===== src/rtl/reset_seq_pkg.sv =====
// rtl/reset_seq_pkg.sv - shared state/cause encodings and counter sizing for the reset sequencer
package reset_seq_pkg;

  typedef enum logic [1:0] {
    ST_ASSERT         = 2'b00,
    ST_RELEASE_PERIPH = 2'b01,
    ST_RUN            = 2'b10
  } state_e;

  typedef enum logic [1:0] {
    CAUSE_POR  = 2'b00,
    CAUSE_BTN  = 2'b01,
    CAUSE_DBG  = 2'b10,
    CAUSE_WDOG = 2'b11
  } cause_e;

  // Bits needed to hold a count of 0..n-1 (at least one bit).
  function automatic int cnt_width(input int n);
    return (n < 2) ? 1 : $clog2(n);
  endfunction

endpackage


===== src/rtl/reset_sequencer_if.sv =====
// rtl/reset_sequencer_if.sv - reset trigger inputs and sequenced reset outputs of the reset sequencer
interface reset_sequencer_if;
  logic       btn_n;
  logic       ndmreset_req;
  logic       wdog_kick;
  logic       rst_n_periph;
  logic       rst_n_cpu;
  logic       in_reset;
  logic [1:0] reset_cause;

  modport master (
    input  btn_n, ndmreset_req, wdog_kick,
    output rst_n_periph, rst_n_cpu, in_reset, reset_cause
  );

  modport slave (
    output btn_n, ndmreset_req, wdog_kick,
    input  rst_n_periph, rst_n_cpu, in_reset, reset_cause
  );
endinterface


===== src/rtl/reset_seq_debounce.sv =====
// rtl/reset_seq_debounce.sv - two-flop synchroniser and stable-level debounce for the board reset button
module reset_seq_debounce
  import reset_seq_pkg::*;
#(
  parameter int DEBOUNCE_CYCLES = 255
) (
  input  logic clk,
  input  logic rst_n,
  input  logic btn_n,
  output logic btn_trig
);

  localparam int DW = cnt_width(DEBOUNCE_CYCLES);

  logic          sync1_q, sync2_q;
  logic          filt_q, filt_d;
  logic [DW-1:0] cnt_q, cnt_d;

  // Filtered level only follows the synced level after an unbroken run of mismatching cycles.
  always_comb begin
    filt_d = filt_q;
    cnt_d  = '0;
    if (sync2_q != filt_q) begin
      if (cnt_q == DW'(DEBOUNCE_CYCLES - 1)) begin
        filt_d = sync2_q;
      end else begin
        cnt_d = cnt_q + 1'b1;
      end
    end
  end

  // Synchroniser and filter state; everything idles at the released (high) level.
  always_ff @(posedge clk or negedge rst_n) begin
    if (!rst_n) begin
      sync1_q <= 1'b1;
      sync2_q <= 1'b1;
      filt_q  <= 1'b1;
      cnt_q   <= '0;
    end else begin
      sync1_q <= btn_n;
      sync2_q <= sync1_q;
      filt_q  <= filt_d;
      cnt_q   <= cnt_d;
    end
  end

  assign btn_trig = ~filt_q;

endmodule


===== src/rtl/reset_sequencer.sv =====
// rtl/reset_sequencer.sv - merges reset sources, holds and staggers periph/cpu release (watchdog: RESET_SEQUENCER_WDOG_EN)
module reset_sequencer
  import reset_seq_pkg::*;
#(
  parameter int DEBOUNCE_CYCLES = 255,
  parameter int HOLD_CYCLES     = 16,
  parameter int STAGGER_CYCLES  = 8,
  parameter int WDOG_W          = 20
) (
  input  logic               clk,
  input  logic               rst_n,
  reset_sequencer_if.master  bus
);

  localparam int CNT_W = cnt_width((HOLD_CYCLES > STAGGER_CYCLES) ? HOLD_CYCLES : STAGGER_CYCLES);

  logic btn_trig;
  logic wdog_trig;
  logic trig;

  state_e           state_q, state_d;
  logic [CNT_W-1:0] count_q, count_d;
  logic             periph_q, periph_d;
  logic             cpu_q, cpu_d;
  logic             in_reset_q, in_reset_d;
  cause_e           cause_q, cause_d;

  reset_seq_debounce #(
    .DEBOUNCE_CYCLES (DEBOUNCE_CYCLES)
  ) u_debounce (
    .clk      (clk),
    .rst_n    (rst_n),
    .btn_n    (bus.btn_n),
    .btn_trig (btn_trig)
  );

`ifdef RESET_SEQUENCER_WDOG_EN
  logic [WDOG_W-1:0] wdog_q, wdog_d;

  // Watchdog runs only while the system is up; a kick on the expiry cycle still saves it.
  always_comb begin
    wdog_trig = (state_q == ST_RUN) && (&wdog_q) && !bus.wdog_kick;
    wdog_d    = wdog_q + 1'b1;
    if (state_q != ST_RUN || bus.wdog_kick || wdog_trig) begin
      wdog_d = '0;
    end
  end

  // Watchdog counter register.
  always_ff @(posedge clk or negedge rst_n) begin
    if (!rst_n) begin
      wdog_q <= '0;
    end else begin
      wdog_q <= wdog_d;
    end
  end
`else
  logic [WDOG_W-1:0] unused_wdog;
  assign unused_wdog = {WDOG_W{bus.wdog_kick}};
  assign wdog_trig   = 1'b0;
`endif

  assign trig = btn_trig | bus.ndmreset_req | wdog_trig;

  // Next state, hold/stagger count, cause and output levels; outputs derive from the next state
  // so the flops below present them glitch-free on the same edge as the state change.
  always_comb begin
    state_d = state_q;
    count_d = count_q + 1'b1;
    cause_d = cause_q;
    if (trig) begin
      state_d = ST_ASSERT;
      count_d = '0;
      if (btn_trig)       cause_d = CAUSE_BTN;
      else if (wdog_trig) cause_d = CAUSE_WDOG;
      else                cause_d = CAUSE_DBG;
    end else begin
      case (state_q)
        ST_ASSERT: begin
          if (count_q == CNT_W'(HOLD_CYCLES - 1)) begin
            count_d = '0;
            if (STAGGER_CYCLES == 0) state_d = ST_RUN;
            else                     state_d = ST_RELEASE_PERIPH;
          end
        end
        ST_RELEASE_PERIPH: begin
          if (count_q == CNT_W'(STAGGER_CYCLES - 1)) begin
            count_d = '0;
            state_d = ST_RUN;
          end
        end
        ST_RUN: count_d = count_q;
        default: begin
          state_d = ST_ASSERT;
          count_d = '0;
        end
      endcase
    end
    periph_d   = (state_d != ST_ASSERT);
    cpu_d      = (state_d == ST_RUN);
    in_reset_d = (state_d != ST_RUN);
  end

  // Sequencer FSM with registered reset outputs; cause survives everything but power-on.
  always_ff @(posedge clk or negedge rst_n) begin
    if (!rst_n) begin
      state_q    <= ST_ASSERT;
      count_q    <= '0;
      periph_q   <= 1'b0;
      cpu_q      <= 1'b0;
      in_reset_q <= 1'b1;
      cause_q    <= CAUSE_POR;
    end else begin
      state_q    <= state_d;
      count_q    <= count_d;
      periph_q   <= periph_d;
      cpu_q      <= cpu_d;
      in_reset_q <= in_reset_d;
      cause_q    <= cause_d;
    end
  end

  assign bus.rst_n_periph = periph_q;
  assign bus.rst_n_cpu    = cpu_q;
  assign bus.in_reset     = in_reset_q;
  assign bus.reset_cause  = cause_q;

endmodule


===== src/flat_wrapper.sv =====
// flat-port wrapper written by rule: the top's interface ports become plain ports
module reset_sequencer_flat import reset_seq_pkg::*;
#(
  parameter int DEBOUNCE_CYCLES = 255,
  parameter int HOLD_CYCLES     = 16,
  parameter int STAGGER_CYCLES  = 8,
  parameter int WDOG_W          = 20
)
  (clk, rst_n, bus_btn_n, bus_ndmreset_req, bus_wdog_kick, bus_rst_n_periph, bus_rst_n_cpu, bus_in_reset, bus_reset_cause);
  reset_sequencer_if bus_i ();
  input  logic clk;
  input  logic rst_n;
  input wire logic [$bits(bus_i.btn_n)-1:0] bus_btn_n;
  input wire logic [$bits(bus_i.ndmreset_req)-1:0] bus_ndmreset_req;
  input wire logic [$bits(bus_i.wdog_kick)-1:0] bus_wdog_kick;
  output wire logic [$bits(bus_i.rst_n_periph)-1:0] bus_rst_n_periph;
  output wire logic [$bits(bus_i.rst_n_cpu)-1:0] bus_rst_n_cpu;
  output wire logic [$bits(bus_i.in_reset)-1:0] bus_in_reset;
  output wire logic [$bits(bus_i.reset_cause)-1:0] bus_reset_cause;
  assign bus_i.btn_n = bus_btn_n;
  assign bus_i.ndmreset_req = bus_ndmreset_req;
  assign bus_i.wdog_kick = bus_wdog_kick;
  assign bus_rst_n_periph = bus_i.rst_n_periph;
  assign bus_rst_n_cpu = bus_i.rst_n_cpu;
  assign bus_in_reset = bus_i.in_reset;
  assign bus_reset_cause = bus_i.reset_cause;
  reset_sequencer #(.DEBOUNCE_CYCLES(DEBOUNCE_CYCLES), .HOLD_CYCLES(HOLD_CYCLES), .STAGGER_CYCLES(STAGGER_CYCLES), .WDOG_W(WDOG_W)) u_core (.clk(clk), .rst_n(rst_n), .bus(bus_i));
endmodule

===== config.mk =====
export PLATFORM = sky130hd
export DESIGN_NAME = reset_sequencer_flat
export DESIGN_NICKNAME = d
export VERILOG_FILES = /design/src/rtl/reset_seq_pkg.sv /design/src/rtl/reset_sequencer_if.sv /design/src/rtl/reset_seq_debounce.sv /design/src/rtl/reset_sequencer.sv /design/src/flat_wrapper.sv
export SDC_FILE = /design/constraint.sdc
export NUM_CORES = 1
export LEC_CHECK = 0
export ABC_CLOCK_PERIOD_IN_PS = 1300
export CAP_MARGIN = 20
export CORE_AREA = 2 2 43 75
export DETAILED_ROUTE_END_ITERATION = 7
export DIE_AREA = 0 0 45 77
export DONT_BUFFER_PORTS = 1
export GPL_ROUTABILITY_DRIVEN = 0
export GPL_TIMING_DRIVEN = 0
export PLACE_DENSITY = 0.62
export SYNTH_ARGS = -nofsm -noshare
export SYNTH_HDL_FRONTEND = slang
export SYNTH_SLANG_ARGS = --single-unit

===== constraint.sdc =====
create_clock -name clk -period 1.3 [get_ports clk]
set_input_delay 0.325 -clock clk [delete_from_list [all_inputs] [get_ports clk]]
set_output_delay 0.325 -clock clk [all_outputs]
set_load 0.01 [all_outputs]

==> out/metrics.csv <==
metric,value,unit
grt_max_degree,23,
worst_slack,-0.0216,ns
endpoint_kind,flop,
wl_per_cell,13.9,um
synth_warnings,0,
cap_violations,0,
grt_overflow,0,
htreeDepth,1,
synth_nets,103,
fillers,273,
initial_core_util,0.359,
ys_seq_area_frac,0.541,
die_area,3470,sq um
hpwl,1290,um
clock_sinks,22,
whs,-0.250,ns
powerDensity,1010,nW/um^2
syn2layout_area_growth,20.0,%
path_cells,"ha_4, nand2_2, or4_4, a21o_1",
synth_edf_count,0,
drive_gt1_frac,0.333,
die_y,77,um
synth-main-ff-cell,dfrtp_1,
cp_slowest_cell,or4_4,
most-common-layout-cells,"14 x dfrtp_1, 10 x buf_4, 9 x nor2_1",
antenna_found_initial,0,
clock_path_buffers,2,
worstPathRequired,1.49,ns
ant_nets,0,
io_buffers,0,
cts_tree,built,
start_kind,flop,
fin_skew,0.00366,ns
hold_class,in -> async,
synth_top_area_frac,0.438,
async_reset_ff_frac,1.00,
slowest_delay,0.44,ns
drt_iter0_markers,15,
grt_use_total,0.122,
wl,1890,um
fp-row-count,26,
cp_max_fo,5,
firstDrtPassIters,4,
clk_latency,0.26,ns
finalSetupViolations,1,
grt_first_pass_wirelength,3230,um
place_ws,-0.242,ns
core-area,2860,sq um
ioPinCount,10,
ys_types,34,
yosys.area.top_type,dfrtp_1,
drcViolationCount,0,
synth_area,1030,sq um
via_per_inst,5.55,
path_class,reg -> reg,
period_minus_slack,1.32,ns
via_count,755,
p_leak,0.000519,uW
peakVddDrop,696,uV
ys_ff_latch,22,
rsz0062_at_grt,true,
antenna_cells,0,
slew_headroom,0.811,
crit_arrival,1.51,ns
final_common_cell,dfrtp_1,
ys_top_cells_by_area,"dfrtp_1 44%, dfstp_2 10%, ha_1 3.7%, a21oi_1 3.4%, nor2_1 3.3%",
cts_root_buf,clkbuf_8,
fin_util,0.431,
die_w,45,um
cts_inserted_buffers,3,
violations,"hold timing, setup timing",
path_buf_inv,0,
status,"complete, but fails checks",
grt_pass1_vias,735,
clk_pin_slew_worst_paths,0.08,ns
avgSynthCellArea,10.8,sq um
hold_violations,22,
path_delay_family,simple AND/OR/NAND/NOR gates,
max_freq,757,MHz
syn_inst,95,
timing.reg2reg.setup_slack,-0.02,ns
layout_worst_path_cycle_share,1.02,
report.final.slew_viol_count,0,
max_slew.worst_pin.slew,0.280,ns
final_nets,117,
metal layers:
| layer | vias to the layer above | wire [um] | global-route usage | share of wire |
|---|---|---|---|---|
| met5 | - | 0 | 0 | 0 |
| li1 | 370 | - | - | - |
| met4 | 0 | 34 | 0.0559 | 0.018 |
| met1 | 369 | 811 | 0.149 | 0.43 |
| met2 | 10 | 1000 | 0.196 | 0.53 |
| met3 | 6 | 37 | 0.0259 | 0.020 |
cells in the mapped netlist, drive strengths merged (2+ instances only):
master,count
xnor2,2
nand4,2
o21a,2
a21oi,7
a211oi,2
nand2,4
a21o,2
nor2,9
xor2,3
ha,3
dfstp,4
dfrtp,18
a31oi,2
nor3,3
nand3,4
o21ai,4
a311o,2
inv,6
buf,3
repair_timing:
item,CTS,global route
buffers inserted,5,4
endpoints found under the setup margin,10,12
endpoints found under the hold margin,22,22
pin swaps,2,2
resized for setup,6,5
layout make-up:
type                    instances  area (sq um)  area share
plain buffers                   3          30.0      0.0244
clock buffers                   4          55.1      0.0447
inverters                       6          22.5      0.0183
multi-input cells              64           462       0.375
flip-flops and latches         22           561       0.455
well taps                      28          35.0      0.0284
repair buffers                  9          67.6      0.0548
state kept, by name, summed over array words and instances, names as in the netlist:
signal and cells:
u_core.bus.in_reset 1, u_core.bus.reset_cause 2, u_core.bus.rst_n_cpu 1, u_core.bus.rst_n_periph 1, u_core.count_q 4, u_core.state_q 2
u_core.u_debounce.cnt_q 8, u_core.u_debounce.filt_q 1, u_core.u_debounce.sync1_q 1, u_core.u_debounce.sync2_q 1
per-stage QoR:
stage | instances | area [sq um] | TNS [ns] | power (uW)
detailed placement | 123 | 1080 | -1.34 | 750
global placement | 123 | 1080 | -1.11 | 749
global route | 136 | 1230 | -0.267 | 1300
CTS | 132 | 1180 | -0.0109 | 1240
finish | 136 | 1230 | -0.0216 | 1240
floorplan | 95 | 1040 | -0.00996 | 743
logic make-up (layout without fill, tap and decap cells):
| kind of cell | count (synthesis) | after routing | synth area share |
|---|---|---|---|
| and+or+nand+nor | 29 | 29 | 0.144 |
| AOI/OAI and AO/OA | 26 | 26 | 0.174 |
| DFF | 22 | 22 | 0.541 |
| buffers and inverters | 9 | 22 | 0.0512 |
| xor gates and xnor gates | 5 | 5 | 0.0426 |
| adders and majority gates | 3 | 3 | 0.0365 |
| muxes | 1 | 1 | 0.0110 |
final timing paths:
path,from,end,cells past startpoint
min in group clk,bus_btn_n,u_core.u_debounce.sync1_q,0
max,u_core.count_q[0],u_core.bus.in_reset,4
max reg2reg,u_core.count_q[0],u_core.bus.in_reset,4
max in group asynchronous,rst_n,u_core.bus.in_reset,0
min,rst_n,u_core.u_debounce.cnt_q[5],0
min reg2reg,u_core.u_debounce.sync1_q,u_core.u_debounce.sync2_q,0
power breakdown:
group | switching [uW] | total (uW) | internal, uW | leakage, uW
combinational | 21.0 | 44.8 | 23.8 | 0.000211
clock | 217 | 487 | 270 | 0.0000288
sequential | 10.5 | 708 | 698 | 0.000279
total | 249 | 1240 | 991 | 0.000519
Power figures use the tool's default switching activity.
